File: src/rtl/rv32_alu_pkg.sv
// ----------------------------------------------------------------------
// rv32_alu_pkg: base word type, ALU operation select and compare flags.
// Revision: 1.0
// ----------------------------------------------------------------------
`default_nettype none

package rv32_alu_pkg;

   typedef logic [31:0] rv32_word;

   typedef enum logic [3:0] {
      ALU_ADD  = 4'd0,
      ALU_SUB  = 4'd1,
      ALU_SUBU = 4'd2,
      ALU_AND  = 4'd3,
      ALU_OR   = 4'd4,
      ALU_XOR  = 4'd5,
      ALU_SLL  = 4'd6,
      ALU_SRL  = 4'd7,
      ALU_SRA  = 4'd8,
      ALU_SLT  = 4'd9,
      ALU_SLTU = 4'd10,
      ALU_PASB = 4'd11
   } alu_opsel_t;

   // Three-way outcome of op1 versus op2: zero (equal), negative (less), positive (greater).
   typedef enum logic [1:0] {
      CMP_Z = 2'd0,
      CMP_N = 2'd1,
      CMP_P = 2'd2
   } cmp_flags_t;

endpackage

`default_nettype wire

File: src/rtl/rv32_exec_pkg.sv
// ----------------------------------------------------------------------
// rv32_exec_pkg: branch kinds and execute-stage instruction/result records.
// Revision: 1.0
// ----------------------------------------------------------------------
`default_nettype none

package rv32_exec_pkg;
   import rv32_alu_pkg::*;

   typedef enum logic [2:0] {
      BR_NONE = 3'd0,
      BR_EQ   = 3'd1,
      BR_NE   = 3'd2,
      BR_LT   = 3'd3,
      BR_GE   = 3'd4,
      BR_LTU  = 3'd5,
      BR_GEU  = 3'd6,
      BR_JUMP = 3'd7
   } br_kind_t;

   typedef struct packed {
      rv32_word   pc;
      rv32_word   op1;
      rv32_word   op2;
      alu_opsel_t alu_op;
      br_kind_t   br_kind;
      rv32_word   br_target;
      logic [4:0] rd;
      logic       wb_en;
      logic       epoch;
   } rv32_exec_instr;

   typedef struct packed {
      rv32_word   pc;
      rv32_word   result;
      logic [4:0] rd;
      logic       wb_en;
   } rv32_exec_result;

endpackage

`default_nettype wire

File: src/rtl/rv32_branch_eval.sv
// ----------------------------------------------------------------------
// rv32_branch_eval: maps branch kind and ALU compare flags to a taken decision.
// Revision: 1.0
// ----------------------------------------------------------------------
`default_nettype none

module rv32_branch_eval
   import rv32_alu_pkg::*;
   import rv32_exec_pkg::*;
(
   input  br_kind_t   br_kind_i,
   input  cmp_flags_t flags_i,
   output logic       taken_o
);

   // Signedness of LT/GE is already folded into the flags by the ALU op.
   always_comb begin
      taken_o = 1'b0;
      case (br_kind_i)
         BR_NONE: taken_o = 1'b0;
         BR_EQ:   taken_o = (flags_i == CMP_Z);
         BR_NE:   taken_o = (flags_i != CMP_Z);
         BR_LT:   taken_o = (flags_i == CMP_N);
         BR_LTU:  taken_o = (flags_i == CMP_N);
         BR_GE:   taken_o = (flags_i != CMP_N);
         BR_GEU:  taken_o = (flags_i != CMP_N);
         BR_JUMP: taken_o = 1'b1;
         default: taken_o = 1'b0;
      endcase
   end

endmodule

`default_nettype wire

File: src/rtl/rv32_int_alu.sv
// ----------------------------------------------------------------------
// rv32_int_alu: combinational RV32 integer ALU with three-way compare flags.
// Revision: 1.0
// ----------------------------------------------------------------------
`default_nettype none

module rv32_int_alu
   import rv32_alu_pkg::*;
(
   input  rv32_word   a_i,
   input  rv32_word   b_i,
   input  alu_opsel_t op_i,
   output rv32_word   result_o,
   output cmp_flags_t flags_o
);

   logic w_lt_s;
   logic w_lt_u;
   logic w_lt;

   assign w_lt_s = ($signed(a_i) < $signed(b_i));
   assign w_lt_u = (a_i < b_i);
   // Only SUBU requests an unsigned ordering; every other op orders signed.
   assign w_lt   = (op_i == ALU_SUBU) ? w_lt_u : w_lt_s;

   always_comb begin
      if (a_i == b_i) begin
         flags_o = CMP_Z;
      end else if (w_lt) begin
         flags_o = CMP_N;
      end else begin
         flags_o = CMP_P;
      end
   end

   always_comb begin
      result_o = '0;
      case (op_i)
         ALU_ADD:  result_o = a_i + b_i;
         ALU_SUB:  result_o = a_i - b_i;
         ALU_SUBU: result_o = a_i - b_i;
         ALU_AND:  result_o = a_i & b_i;
         ALU_OR:   result_o = a_i | b_i;
         ALU_XOR:  result_o = a_i ^ b_i;
         ALU_SLL:  result_o = a_i << b_i[4:0];
         ALU_SRL:  result_o = a_i >> b_i[4:0];
         ALU_SRA:  result_o = $signed(a_i) >>> b_i[4:0];
         ALU_SLT:  result_o = {31'd0, w_lt_s};
         ALU_SLTU: result_o = {31'd0, w_lt_u};
         ALU_PASB: result_o = b_i;
         default:  result_o = '0;
      endcase
   end

endmodule

`default_nettype wire

File: src/rtl/rv32_exec_stage.sv
// ----------------------------------------------------------------------
// rv32_exec_stage: RV32 execute stage with result register, branch redirect and epoch squash.
// Revision: 1.0
// ----------------------------------------------------------------------
`default_nettype none

module rv32_exec_stage
   import rv32_alu_pkg::*;
   import rv32_exec_pkg::*;
(
   input  logic            clk,
   input  logic            rst,
   input  logic            dec_valid,
   output logic            dec_ready,
   input  rv32_exec_instr  dec_instr,
   output logic            mem_valid,
   input  logic            mem_ready,
   output rv32_exec_result mem_out,
   output logic            redirect_valid,
   output logic [31:0]     redirect_pc
);

   rv32_word        alu_result;
   cmp_flags_t      alu_flags;
   logic            br_taken;

   logic            accept;
   logic            live;
   logic            live_taken;

   logic            mem_valid_q,      mem_valid_d;
   rv32_exec_result mem_out_q,        mem_out_d;
   logic            redirect_valid_q, redirect_valid_d;
   rv32_word        redirect_pc_q,    redirect_pc_d;
   logic            cur_epoch_q,      cur_epoch_d;

   rv32_int_alu u_alu (
      .a_i      (dec_instr.op1),
      .b_i      (dec_instr.op2),
      .op_i     (dec_instr.alu_op),
      .result_o (alu_result),
      .flags_o  (alu_flags)
   );

   rv32_branch_eval u_branch_eval (
      .br_kind_i (dec_instr.br_kind),
      .flags_i   (alu_flags),
      .taken_o   (br_taken)
   );

   assign dec_ready  = !mem_valid_q || mem_ready;
   assign accept     = dec_valid && dec_ready;
   // Stale-epoch instructions are consumed but leave no architectural trace.
   assign live       = accept && (dec_instr.epoch == cur_epoch_q);
   assign live_taken = live && br_taken;

   always_comb begin
      mem_valid_d      = mem_valid_q;
      mem_out_d        = mem_out_q;
      redirect_valid_d = live_taken;
      redirect_pc_d    = redirect_pc_q;
      cur_epoch_d      = cur_epoch_q;

      if (live) begin
         mem_valid_d      = 1'b1;
         mem_out_d.pc     = dec_instr.pc;
         mem_out_d.result = alu_result;
         mem_out_d.rd     = dec_instr.rd;
         mem_out_d.wb_en  = dec_instr.wb_en;
      end else if (mem_ready) begin
         mem_valid_d = 1'b0;
      end

      if (live_taken) begin
         redirect_pc_d = dec_instr.br_target;
         cur_epoch_d   = !cur_epoch_q;
      end
   end

   always_ff @(posedge clk) begin
      if (rst) begin
         mem_valid_q      <= 1'b0;
         mem_out_q        <= '0;
         redirect_valid_q <= 1'b0;
         redirect_pc_q    <= '0;
         cur_epoch_q      <= 1'b0;
      end else begin
         mem_valid_q      <= mem_valid_d;
         mem_out_q        <= mem_out_d;
         redirect_valid_q <= redirect_valid_d;
         redirect_pc_q    <= redirect_pc_d;
         cur_epoch_q      <= cur_epoch_d;
      end
   end

   assign mem_valid      = mem_valid_q;
   assign mem_out        = mem_out_q;
   assign redirect_valid = redirect_valid_q;
   assign redirect_pc    = redirect_pc_q;

endmodule

`default_nettype wire

File: config.mk
export PLATFORM = sky130hd
export DESIGN_NAME = rv32_exec_stage
export DESIGN_NICKNAME = d
export VERILOG_FILES = /design/src/rtl/rv32_alu_pkg.sv /design/src/rtl/rv32_exec_pkg.sv /design/src/rtl/rv32_branch_eval.sv /design/src/rtl/rv32_int_alu.sv /design/src/rtl/rv32_exec_stage.sv
export SDC_FILE = /design/constraint.sdc
export NUM_CORES = 1
export LEC_CHECK = 0
export BUFFER_PORTS_ARGS = -buffer_cell sky130_fd_sc_hd__buf_2
export CAP_MARGIN = 20
export CORE_MARGIN = 1.5
export CORE_UTILIZATION = 40
export CTS_CLUSTER_DIAMETER = 80
export DETAILED_ROUTE_END_ITERATION = 6
export GPL_TIMING_DRIVEN = 0
export SYNTH_ARGS = -nofsm -noshare
export SYNTH_HDL_FRONTEND = slang
export SYNTH_SLANG_ARGS = --single-unit
File: constraint.sdc
create_clock -name clk -period 4.2 [get_ports clk]
set_clock_uncertainty 0.2 [all_clocks]
set_input_delay 0.21 -clock clk [delete_from_list [all_inputs] [get_ports clk]]
set_output_delay 0.21 -clock clk [all_outputs]
set_load 0.01 [all_outputs]
# After elaboration in Yosys (flattened, before gate mapping)
# Index checks and enable logic that the tools add are counted.
dict set report op_classes {
  mux 7
  n_bitwise 3
  order_cmp 2
  n_shift 3
  eq_ne 22
  add_sub_neg 2
  reduce_logical 14
}
# cell count
set ops {}
lappend ops {{$pmux W32 S11} 1}
lappend ops {{$lt A32 B32 Y1} 2}
lappend ops {{$add A32 B32 Y32} 1}
lappend ops {{$and A32 B32 Y32} 1}
lappend ops {{$eq A32 B32 Y1} 1}
lappend ops {{$or A32 B32 Y32} 1}
lappend ops {{$shl A32 B5 Y32} 1}
lappend ops {{$shr A32 B5 Y32} 1}
lappend ops {{$sshr A32 B5 Y32} 1}
lappend ops {{$sub A32 B32 Y32} 1}
lappend ops {{$xor A32 B32 Y32} 1}
lappend ops {{$eq A4 B3 Y1 const B} 4}
lappend ops {{$eq A4 B4 Y1 const B} 4}
lappend ops {{$eq A3 B3 Y1 const B} 4}
lappend ops {{$eq A4 B2 Y1 const B} 2}
lappend ops {{$eq A3 B2 Y1 const B} 2}
lappend ops {{$pmux W1 S6} 1}
lappend ops {{$reduce_or A2 Y1} 3}
lappend ops {{$eq A4 B1 Y1 const B} 1}
lappend ops {{$logic_not A4 Y1} 1}
lappend ops {{$mux W2} 2}
lappend ops {{$reduce_bool A2 Y1} 2}
lappend ops {{$eq A3 B1 Y1 const B} 1}
lappend ops {{$logic_and A1 B1 Y1} 3}
lappend ops {{other kinds (8)} 11}
dict set report totals {
  out_inout_bits 105
  register_bits 105
  word_cells 61
}

# Longest topological paths before layout
# Gate-level depths: netlist (run 1).
dict set report logic_depth {
  ltp_word 7
  ltp_mapped 15
}

# By module
# From an unflattened synthesis (run 1), not the netlist that was laid out.
dict set report unflattened {
  hier_cells 1828
  area_unflattened_um2 13604.3
}
# module n_inst seq_area_each_um2 area_each_um2 cells_each
set modules_own_cells {}
lappend modules_own_cells {rv32_int_alu 1 0.0 9087.5 1333}
lappend modules_own_cells {rv32_exec_stage 1 2102.0 4463.0 486}
lappend modules_own_cells {rv32_branch_eval 1 0.0 53.8 9}

# Least setup slack after synthesis (run 1)
# Ideal clock, no wire load.
dict set report synth_timing {
  kind {input to register}
  startpoint {input dec_instr[48] (netlist bit)}
  endpoint {register cur_epoch_q}
  slack_ns 0.246
  path_buffers 3
  cell_stages 14
  arrival_time_ns 3.633
  required_ns 3.879
  cell_sequence {inv_2 > clkbuf_1 > buf_1 > ha_1 > buf_2 > nand2b_1 > a21oi_1 > o211ai_1 > a211oi_1 > nor3b_2 > o211a_2 > o211a_1 > a211oi_4 > mux2_4}
}
dict set report synth_between {
  elab_chain_cells 7
  elab_cells_between_ends 12
}
# element line
set synth_rtl {}
lappend synth_rtl {{start: declaration} rv32_exec_stage.sv:15} ;# input rv32_exec_instr dec_instr,
lappend synth_rtl {{$lt A32 B32 Y1, on equally long branches} {rv32_int_alu.sv:21, rv32_int_alu.sv:22}}
lappend synth_rtl {{$mux W1} rv32_int_alu.sv:24} ;# assign w_lt = (op_i == ALU_SUBU) ? w_lt_u : w_lt_s;
lappend synth_rtl {{$mux W2} rv32_int_alu.sv:29} ;# end else if (w_lt) begin
lappend synth_rtl {{$mux W2 *} rv32_int_alu.sv:27} ;# if (a_i == b_i) begin
lappend synth_rtl {{$ne A2 B1 Y1 (tied with other cells)} {rv32_branch_eval.sv:25, rv32_branch_eval.sv:26}}
lappend synth_rtl {{$pmux W1 S6 *} rv32_branch_eval.sv:19} ;# case (br_kind_i)
lappend synth_rtl {{$logic_and A1 B1 Y1 *} rv32_exec_stage.sv:55} ;# assign live_taken = live && br_taken;
lappend synth_rtl {{end signal: assignment} rv32_exec_stage.sv:92} ;# cur_epoch_q <= cur_epoch_d;
lappend synth_rtl {{end: declaration} rv32_exec_stage.sv:35} ;# logic cur_epoch_q, cur_epoch_d;
# Mark *: on every way between the ends. The rest lies on a longest branch, timed or not.
# A chain may end at the register's enable or synchronous reset.

# Final worst setup path (run 1)
dict set report layout_timing {
  startpoint {input dec_instr[42] (netlist bit)}
  endpoint {register mem_out_q (netlist bit mem_out[11])}
}
dict set report layout_between {
  elab_chain_cells 3
  elab_cells_between_ends 14
}
# element line
set layout_rtl {}
lappend layout_rtl {{$eq A4 B1 Y1 / $eq A4 B2 Y1 (equally long branches)} rv32_int_alu.sv:38} ;# case (op_i)
lappend layout_rtl {{$reduce_or A2 Y1 (no source line)} --}
lappend layout_rtl {{$pmux W32 S11 *} rv32_int_alu.sv:38}
lappend layout_rtl {{end signal: assignment} rv32_exec_stage.sv:89} ;# mem_out_q <= mem_out_d;
lappend layout_rtl {{end: declaration} rv32_exec_stage.sv:32} ;# rv32_exec_result mem_out_q, mem_out_d;
# Marked as above.

==> metrics.txt, run 1 <==
status finished with violations; violated checks setup timing; Hold Path Stages 4; total CTS buffers 9; Max Clk Rate 232 MHz; synth-to-layout area growth 22.2%; drt initial violations 1529; Synth Register Bits 105; fin. max-slew vios 0; R2R cell count 8; gr usage total 0.396; Final Hold Vio Count 0; setup slack, reg-to-reg 0.86 ns; Post-Syn Area 13000 sq um; Setup violations, final 1; yosys warns 0; clock root cell clkbuf_16; CTS Buffer Depth 2; Pwr per Cell Area 250 nW/um^2; post-route ant nets 0; Final Critical Period 4.31 ns; Reg clk slew, reported paths 0.10 ns; Crit Path Class input port to flip-flop; number of global-route vias before repair 14953; htree depth 3; GR Overflow Total 0; Reg-to-Reg End mem_out[37]$_SDFFE_PP0P_; Worst EP arrival 4.40 ns; proportion of layout cells with a drive suffix above 1 0.192; drc violations 0; worst rel slew slack 0.201; worst slew pin tran 1.20 ns; Yosys top cell area share 0.162; Max-Cap Viols 0; largest net degree at the start of global routing 21; Total Routed Length 68.0 mm; global-route wire length before repair 97.9 mm; Syn Nets 1974; hold path startpoint dec_instr[56]; fillcell total 3201; CP Capture Type flip-flop; R2R Path Start mem_valid$_SDFFE_PP0P_; WL/cell 27.6 um; CORE AREA 31700 sq um; CP Max Fanout 10; drt first pass iters 5; Starting Density 0.409; EDFF count, synth 0; pre-CTS WS -1.26 ns; RSZ-0062 raised after global routing false; sequential-to-total area share from yosys stat 0.162; gpl congestion 1.05; worst IR drop on VDD 248 uV; ys flop type dfxtp_1; via count 15730; hold crit path type input port to flip-flop; leakage power total 6.78 nW; Synth Area per Inst 7.51 sq um; period utilization 1.03; antenna violations before repair 3; Die ar. 33600 sq um; # IOs 251; IO buf count 249; Synth area leaders dfxtp_1 16%, mux4_2 11%, ha_1 9.3%; Nets 2302; FP Rows 65; largest area contributor in the netlist dfxtp_1; Worst Hold Margin 0.0492 ns; Worst Hold Endpoint mem_out[16]$_SDFFE_PP0P_; Worst Setup Start Kind input port; WP data required 4.29 ns; Clk Latency, worst-skew pair 0.36 ns; asr flop ratio synth 0; die boundary height 183 um; CTS tree yes; placed wire-length estimate 53.8 mm; CTS sink cnt 105; Via density 6.38; final setup margin -0.106 ns; post-synthesis cell type count 94; Cells after Synth 1729; die width 183 um
==> worst max-delay path by stage <==
| stage | from | end | slack (ns) | depth (start not counted) |
|---|---|---|---|---|
| 6_report | dec_instr[42] | mem_out[11]$_SDFFE_PP0P_ | -0.11 | 12 |
| 4_1_cts | dec_instr[50] | mem_out[37]$_SDFFE_PP0P_ | 0.05 | 14 |
| 5_1_grt | dec_instr[47] | redirect_pc[7]$_SDFFE_PP0P_ | 0.003 | 15 |
| 3_5_place_dp | dec_instr[48] | redirect_pc[7]$_SDFFE_PP0P_ | -1.26 | 16 |
| 2_1_floorplan | dec_instr[48] | cur_epoch_q$_SDFFE_PP0P_ | 0.25 | 14 |
| 3_3_place_gp | dec_instr[48] | redirect_pc[30]$_SDFFE_PP0P_ | -1.30 | 16 |
==> state kept, by name (all words and copies together) (netlist names) <==
register and cells:
mem_out 70, redirect_pc 32, mem_valid 1, cur_epoch_q 1, redirect_valid 1
==> timing repair <==
action	4_1_cts	5_1_grt
pin swaps	1	0
gates resized for setup	6	10
endpoints found under the setup margin	53	38
buffers inserted	1	0
hold endpoints to repair	70	0
hold buffers	70	0
==> cells in the final DEF (no fill, tap or decap), types with 8 or more instances in the layout <==
master / synthesis / final
mux2i_1: 77 / 77
nor3_1: 34 / 33
inv_2: 12 / 10
o21ai_0: 69 / 68
o31ai_1: 12 / 12
a221oi_1: 24 / 24
nand2b_1: 74 / 74
dfxtp_1: 105 / 105
xnor2_1: 11 / 11
buf_1: 15 / 14
mux4_2: 61 / 61
nand3_1: 33 / 33
inv_1: 88 / 88
mux2_2: 8 / 8
a21oi_1: 173 / 172
o21ai_1: 42 / 43
a31oi_1: 13 / 13
nor2b_1: 15 / 15
o21a_1: 12 / 12
a211oi_1: 19 / 17
ha_1: 97 / 97
clkbuf_1: 98 / 91
o21bai_1: 12 / 12
clkbuf_16: 0 / 9
dlygate4sd3_1: 0 / 70
nand4_1: 9 / 9
buf_2: 16 / 264
a221o_1: 9 / 9
nand2_1: 195 / 195
or3_1: 12 / 12
a22o_1: 13 / 13
a21o_1: 15 / 15
o211ai_1: 17 / 17
o22ai_1: 12 / 12
a22oi_1: 24 / 24
o2111ai_1: 10 / 10
nor2_1: 172 / 172
==> metal layers <==
| layer | up-vias | GRT usage | part of all wire |
|---|---|---|---|
| met5 | - | 0 | 0.00016 |
| met4 | 2 | 0.207 | 0.057 |
| met1 | 7455 | 0.505 | 0.40 |
| li1 | 6991 | - | - |
| met3 | 210 | 0.0949 | 0.11 |
| met2 | 1072 | 0.619 | 0.43 |
==> critical path: stages <==
cell	delay [ns]
buf_2	0.13
clkbuf_1	0.46
nand2_1	0.24
nor3_1	0.60
clkbuf_1	0.82
clkbuf_1	0.73
a22oi_1	0.20
o21ai_0	0.19
a21oi_1	0.10
a21oi_1	0.51
a21oi_1	0.08
nor2_1	0.10
==> cells by family (layout without fill, tap and decap cells) <==
group	count (synthesis)	after routing	share of synthesized area
and+or+nand+nor	579	579	0.208
AOI/OAI and AO/OA	550	550	0.278
buffers and inverters	234	567	0.0724
muxes	149	149	0.175
DFF	105	105	0.162
adders and majority gates	99	99	0.0965
xor gates and xnor gates	13	13	0.00877
other	0	2	0
==> synthesized netlist by cell type, types with 13 or more instances <==
cell type	instances
nand2b_1	74
mux4_2	61
a221oi_1	24
buf_1	15
o211ai_1	17
nor2b_1	15
a21oi_1	173
nand2_1	195
nor3_1	34
nand3_1	33
a22o_1	13
dfxtp_1	105
a22oi_1	24
o21ai_1	42
a211oi_1	19
clkbuf_1	98
mux2i_1	77
inv_1	88
nor2_1	172
ha_1	97
a21o_1	15
o21ai_0	69
buf_2	16
a31oi_1	13
==> area by class of cell <==
| class | instances | area, sq um | share of cell area |
|---|---|---|---|
| Inverter | 101 | 384 | 0.0242 |
| Timing Repair Buffer | 323 | 1990 | 0.126 |
| Multi-Input combinational cell | 1390 | 9980 | 0.629 |
| Sequential cell | 105 | 2100 | 0.132 |
| Tap cell | 402 | 503 | 0.0317 |
| Antenna cell | 2 | 5.00 | 0.000315 |
| Clock inverter | 6 | 108 | 0.00678 |
| Clock buffer | 10 | 239 | 0.0151 |
| Buffer | 127 | 549 | 0.0346 |
==> where the power goes <==
group / internal, W / switching [W] / total, W
Clock: 0.000556 / 0.000444 / 0.00100
Combinational: 0.000672 / 0.00119 / 0.00186
Sequential: 0.00106 / 0.0000397 / 0.00110
Total: 0.00229 / 0.00167 / 0.00396
==> per-stage QoR <==
stage / instances / setup TNS, ns / power (W) / utilization / instance area, sq um
2_1_floorplan: 1729 / 0 / 0.00218 / - / 13000
3_3_place_gp: 2380 / -61.05 / 0.00285 / 0.465 / 14700
3_5_place_dp: 2383 / -55.96 / 0.00286 / 0.466 / 14800
4_1_cts: 2465 / 0 / 0.00391 / 0.499 / 15800
5_1_grt: 2465 / 0 / 0.00412 / 0.500 / 15900
6_report: 2466 / -0.106 / 0.00396 / 0.500 / 15900
Note: power is estimated with default switching activity, not from simulation.
==> inputs of run 2 (changes only) <==
Settings changed: ABC_AREA from default to 1.
==> metrics.txt, run 2 <==
status finished with violations; violated checks hold timing; Worst Hold Margin -0.00109 ns (-0.0503 ns); WL/cell 24.6 um (-11%); post-route ant nets 0 (unchanged); delay-heaviest family, CP compound AO/OA/AOI/OAI gates; Synth Register Bits 105 (unchanged); htree depth 3 (unchanged); met1 Usage GRT 0.572 (+0.0671); worst IR drop on VDD 264 uV (+6.4%); proportion of layout cells with a drive suffix above 1 0.136 (-0.0558); fin. max-slew vios 0 (unchanged); CP Cell Sequence buf_2 > clkbuf_1 > inv_1 > buf_2 > ha_1 > inv_2 > o31ai_2 > inv_1 > o21ai_0 > o21ai_0 > a211oi_2 > nand3_1 > nand2_1 > a21oi_1; die width 184 um (+0.70%); period utilization 0.968 (-0.0570); yosys warns 0 (unchanged); Total Routed Length 76.8 mm (+13%); CORE AREA 32500 sq um (+2.3%); sequential-to-total area share from yosys stat 0.160 (-0.00226); synth-to-layout area growth 21.5%; Cells after Synth 2344 (+36%); Synth area leaders nand2_1 17%, dfxtp_1 16%, o21ai_0 11%; Max Clk Rate 246 MHz (+5.9%); Setup violations, final 0 (-1); total CTS buffers 9 (unchanged); most frequent cell after synthesis nand2_1; commonest non-fill, non-tap cells in the layout 614 x nand2_1, 284 x o21ai_0, 279 x buf_2; IO buf count 249 (unchanged); Max-Cap Viols 0 (unchanged); max reg flops 70 (unchanged); placed wire-length estimate 63.2 mm (+17%); Reg clk slew, reported paths 0.08 ns (-0.02 ns); largest area contributor in the netlist nand2_1; gpl congestion 1.12 (+6.5%); gr usage total 0.436 (+0.0400); leakage power total 7.74 nW (+14%); global-route wire length before repair 109 mm (+11%); multiplexer share of the synthesized area 0.00912 (-0.166); Total Power 0.00396 W (-0.12%); antenna violations before repair 0 (-3); worst rel slew slack 0.314 (+0.114); Most Used Layer, Global Route met2; Syn Nets 2589 (+31%); die boundary height 184 um (+0.70%); Worst EP arrival 4.09 ns (-0.31 ns); RSZ-0062 raised after global routing false; final antenna diode count 0 (-2); Yosys top cell area share 0.175 (+0.0131); drc violations 0 (unchanged); clock root cell clkbuf_16; GR Overflow Total 0 (unchanged); worst slew pin tran 1.00 ns (-0.194 ns); Die ar. 34000 sq um (+1.4%); CTS sink cnt 105 (unchanged); leading cell type in the layout, fill and taps excluded nand2_1; CP max stage cell o31ai_2; dpl cells 3037 (+27%); CTS Buffer Depth 2 (unchanged); drt initial violations 2505 (+64%); compound-cell area share of the yosys netlist 0.256 (-0.0214); Via density 5.97 (-6.4%); fin cells 3121 (+27%); Post-Synth XOR/XNOR Area 0.00133 (-0.00744); setup tns final 0 ns (+0.106 ns); FP Rows 66 (+1.5%); Final Critical Period 4.07 ns (-0.239 ns); drt first pass iters 6 (+1); largest net degree at the start of global routing 21 (unchanged); WP buf/inv 6 (+2); Synth Area in Simple Gates 0.369 (+0.161); Starting Density 0.406 (-0.00361); CP max stage delay 0.53 ns (-0.29 ns); final setup margin 0.133 ns (+0.239 ns); Nets 2919 (+27%); adder-cell share of the synthesized area 0.0952 (-0.00135); main combinational cell family by area after synthesis simple AND/OR/NAND/NOR gates; CTS tree yes; post-synthesis cell type count 46 (-51%); number of global-route vias before repair 16723 (+12%); Crit Path Class input port to flip-flop; pre-CTS WS -0.864 ns (+0.400 ns); Pwr per Cell Area 247 nW/um^2 (-0.94%); EDFF count, synth 0 (unchanged); CP Capture Type flip-flop; CP Max Fanout 20 (+10); Post-synth top cells 614 x nand2_1, 287 x o21ai_0, 273 x nor2_1; Worst Setup Start Kind input port; Clk Latency, worst-skew pair 0.36 ns (about the same); Final Hold Vio Count 1 (+1); asr flop ratio synth 0 (unchanged); Post-Syn Area 13200 sq um (+1.4%); hold crit path type input port to flip-flop; met3 Use GR 0.101 (+0.00625); ys flop type dfxtp_1; Synth Area per Inst 5.62 sq um (-25%); met2 GRT Util 0.654 (+0.0355); WP data required 4.23 ns (-0.06 ns); # IOs 251 (unchanged); via count 18632 (+18%)
run 2: cell types whose count changed after synthesis, moves of 61 or more:
cell,previous run,this run
nand3_1,33,135
nand2b_1,74,1
inv_1,88,208
o21ai_0,69,287
mux2i_1,77,12
mux4_2,61,0
nand2_1,195,614
nor2_1,172,273
run 2: repair_timing:
action	CTS	global route
buffers inserted	0	3
pin swaps	0	1
hold buffers	70	0
resized for setup	5	5
setup endpoints to repair	44	42
endpoints found under the hold margin	70	0
run 2: layout make-up:
cell class | instances | area [sq um]
Fill cell | 3548 | 16500
Multi-Input combinational cell | 1881 | 9650
Buffer | 126 | 568
Inverter | 227 | 857
Sequential cell | 105 | 2100
Timing Repair Buffer | 324 | 1980
Clock inverter | 6 | 60.1
Tap cell | 442 | 553
Clock buffer | 10 | 229
run 2: worst paths after layout:
kind	end	start	depth (start not counted)	slack (ns)
max	mem_out[11]$_SDFFE_PP0P_	dec_instr[48]	14	0.13
min	redirect_pc[18]$_SDFFE_PP0P_	dec_instr[25]	4	-0.001
max reg2reg	mem_out[55]$_SDFFE_PP0P_	mem_valid$_SDFFE_PP0P_	7	1.55
min reg2reg	mem_out[36]$_SDFFE_PP0P_	mem_out[36]$_SDFFE_PP0P_	2	0.26
run 2: cells by family after synthesis:
kind of cell               count (synthesis)
AOI/OAI and AO/OA                        613
xor gates and xnor gates                   2
adders and majority gates                 99
buffers and inverters                    358
DFF                                      105
muxes                                     12
and+or+nand+nor                         1155
run 2: through the flow:
step	area, sq um	util
after floorplan	13200	-
after global placement	15000	0.461
after detailed placement	15000	0.462
after CTS	16000	0.492
after global routing	16000	0.493
final	16000	0.493
run 2: power by group:
group,internal [W],switching [W]
Combinational,0.000602,0.00140
Sequential,0.00108,0.0000461
Clock,0.000418,0.000414
Total,0.00210,0.00186
run 2: per-layer routing:
layer | wire length, um | up-vias
met5 | 0 | -
met4 | 4920 | 0
met3 | 9190 | 239
met2 | 31800 | 1342
met1 | 30900 | 8622
li1 | - | 8429
run 2: worst reg2reg max path, cell delays in order, from the launching register on:
cell      delay (ns)
dfxtp_1         0.33
a21boi_0        0.24
nand2_1         0.31
inv_2           0.26
clkbuf_1        0.46
clkbuf_1        0.52
nor2_1          0.13
nor2_1          0.13
==> inputs of run 3 (changes only) <==
Settings changed: GPL_ROUTABILITY_DRIVEN from default to 0, SYNTH_HIERARCHICAL from default to 1.
==> metrics.txt, run 3 <==
worst slew pin tran 1.22 ns (+0.219 ns); Design Area, Final 17400 sq um (+8.7%); commonest non-fill, non-tap cells in the layout 742 x nand2_1, 387 x nand3_1, 360 x inv_1; share of power burned in registers 0.282 (-0.003); Synth Area per Inst 5.40 sq um (-3.9%); Total Routed Length 68.5 mm (-11%); Final Critical Period 3.85 ns (-0.213 ns); die boundary height 194 um (+5.2%); number of global-route vias before repair 17871 (+6.9%); post-route ant nets 0 (unchanged); Post-DP Area 16400 sq um (+9.7%); status finished with violations; leading cell type in the layout, fill and taps excluded nand2_1; global-route wire length before repair 103 mm (-5.4%); Synth Register Bits 105 (unchanged); EDFF count, synth 0 (unchanged); post-synthesis cell type count 53 (+15%); proportion of layout cells with a drive suffix above 1 0.145 (+0.00873); Setup violations, final 0 (unchanged); max reg flops 70 (unchanged); Nets 3279 (+12%); Cells after Synth 2706 (+15%); combinational share of power 0.507 (+0.002); dpl cells 3417 (+13%); IO buf count 250 (+0.40%); Worst EP arrival 3.90 ns (-0.19 ns); hold crit path type input port to flip-flop; period utilization 0.918 (-0.0507); die width 194 um (+5.2%); fin. max-slew vios 0 (unchanged); asr flop ratio synth 0 (unchanged); CORE AREA 35700 sq um (+10%); synth-to-layout area growth 19.0%; Clk Latency, worst-skew pair 0.35 ns (about the same); leakage power total 9.48 nW (+22%); via count 19671 (+5.6%); ys flop type dfxtp_1; fin cells 3497 (+12%); Worst Setup Start Kind input port; Final Hold Vio Count 0 (-1); htree depth 3 (unchanged); Net Sw Frac 0.462 (-0.00677); FP Rows 69 (+4.5%); gr usage total 0.352 (-0.0840); placed wire-length estimate 56.3 mm (-11%); drt first pass iters 7 (+1); Starting Density 0.409 (+0.00303); Net Sw Power 0.00185 W (-0.43%); violated checks DRC; Max-Cap Viols 0 (unchanged); WP data required 4.25 ns (+0.02 ns); Worst Hold Margin 0.0122 ns (+0.0133 ns); hold path startpoint dec_instr[38]; GR Overflow Total 0 (unchanged); setup tns final 0 ns (unchanged); RSZ-0062 raised after global routing false; largest net degree at the start of global routing 20 (-4.8%); Pwr per Cell Area 230 nW/um^2 (-7.0%); # IOs 251 (unchanged); antenna violations before repair 2 (+2); CTS Buffer Depth 2 (unchanged); total CTS buffers 9 (unchanged); CP Capture Type flip-flop; Power Internal 0.00215 W (+2.3%); CTS tree yes; worst IR drop on VDD 177 uV (-33%); Crit Path Class input port to flip-flop; Yosys top cell area share 0.191 (+0.0159); largest area contributor in the netlist nand2_1; drt initial violations 3105 (+24%); Syn Nets 2955 (+14%); fillcell total 3993 (+13%); drc violations 23 (+23); Post-synth top cells 743 x nand2_1, 387 x nand3_1, 361 x inv_1; Synth area leaders nand2_1 19%, dfxtp_1 14%, nand3_1 13%; yosys warns 6 (+6); Max Clk Rate 259 MHz (+5.5%); critical path launch point dec_instr[48]; Die ar. 37700 sq um (+11%); CTS sink cnt 105 (unchanged); CP Max Fanout 16 (-20%); WL/cell 19.6 um (-20%); clock root cell clkbuf_16; Final Util 0.486 (-0.00645); most frequent cell after synthesis nand2_1; worst rel slew slack 0.183 (-0.132); clock network power share 0.210 (about the same); sequential-to-total area share from yosys stat 0.144 (-0.0158); Reg clk slew, reported paths 0.07 ns (about the same); Post-Syn Area 14600 sq um (+11%); R2R Path Start mem_valid$_SDFFE_PP0P_; Via density 5.63 (-5.8%)
run 3: changes by cell type after synthesis, sizes merged, moves of 14 or more:
cell | before | now
nand3b | 38 | 7
o21a | 15 | 1
buf | 56 | 94
nand2 | 621 | 762
o21ai | 287 | 175
clkbuf | 75 | 35
nor2 | 282 | 360
nand4 | 18 | 68
o211ai | 27 | 12
a21oi | 202 | 95
inv | 222 | 388
nand3 | 136 | 391
run 3: layout make-up:
class,instances,area (sq um),area share
Inverter,388,1470,0.0843
Buffer,125,698,0.0402
Antenna cell,1,2.50,0.000144
Clock inverter,6,62.6,0.00360
Tap cell,461,577,0.0332
Sequential cell,105,2100,0.121
Timing Repair Buffer,317,1910,0.110
Multi-Input combinational cell,2084,10300,0.595
Clock buffer,10,229,0.0132
run 3: worst paths after layout:
path | endpoint | slack [ns] | cells after the start
worst min-delay path | redirect_pc[31]$_SDFFE_PP0P_ | 0.01 | 5
worst min register to register | mem_out[8]$_SDFFE_PP0P_ | 0.28 | 2
worst max register to register | mem_out[20]$_SDFFE_PP0P_ | 2.20 | 5
worst max-delay path | redirect_pc[3]$_SDFFE_PP0P_ | 0.35 | 25
run 3: stage by stage:
stage / setup slack, ns / total power (W)
2_1_floorplan: 0.724 / 0.00237
3_3_place_gp: -0.554 / 0.00303
3_5_place_dp: -0.631 / 0.00305
4_1_cts: 0.0446 / 0.00396
5_1_grt: 0.0299 / 0.00425
6_report: 0.346 / 0.00400
run 3: layer usage:
layer / GRT usage / up-vias / wire (um)
li1: - / 9332 / -
met1: 0.474 / 8737 / 28100
met5: 0 / - / 0
met4: 0.169 / 0 / 3580
met2: 0.521 / 1399 / 27700
met3: 0.0877 / 203 / 9100
run 3: repair_timing:
action / 4_1_cts / 5_1_grt
pin swaps: 0 / 0
hold endpoints to repair: 62 / 0
hold buffers: 62 / 0
setup buffers: 0 / 5
setup endpoints to repair: 34 / 34
gates resized for setup: 0 / 5
run 3: kinds of logic (layout without fill, tap and decap cells):
logic type                 Yosys count  after routing  synth area share
xor gates and xnor gates             3              3           0.00180
DFF                                105            105             0.144
other                                0              1                 0
and+or+nand+nor                   1639           1639             0.488
AOI/OAI and AO/OA                  339            339             0.129
adders and majority gates          103            103            0.0892
buffers and inverters              517            846             0.149
run 3: worst max-delay path: stages:
cell and delay (ns):
buf_2 0.17, inv_2 0.29, clkbuf_4 0.32, ha_1 0.35, inv_2 0.15, nand2_1 0.08
nand2_1 0.12, nand3_1 0.11, nand2_2 0.15, nand2_2 0.07, nand2_2 0.18, nand2_4 0.10
nand2_4 0.10, nand2_1 0.06, nand3_1 0.06, nand2_1 0.06, nor2_1 0.21, nor2_1 0.08
nor2_1 0.10, nand2_1 0.06, nand2_2 0.20, clkbuf_1 0.35, nand4_1 0.16, nand2_1 0.10
nor2_1 0.04
run 3: power by group through the flow:
stage / Sequential (W) / Clock, W / Combinational (W)
after floorplan: 0.00120 / 0 / 0.00117
final: 0.00113 / 0.000841 / 0.00203
after global placement: 0.00115 / 0 / 0.00189
after detailed placement: 0.00115 / 0 / 0.00190
after global routing: 0.00114 / 0.000906 / 0.00220
after CTS: 0.00113 / 0.000875 / 0.00195
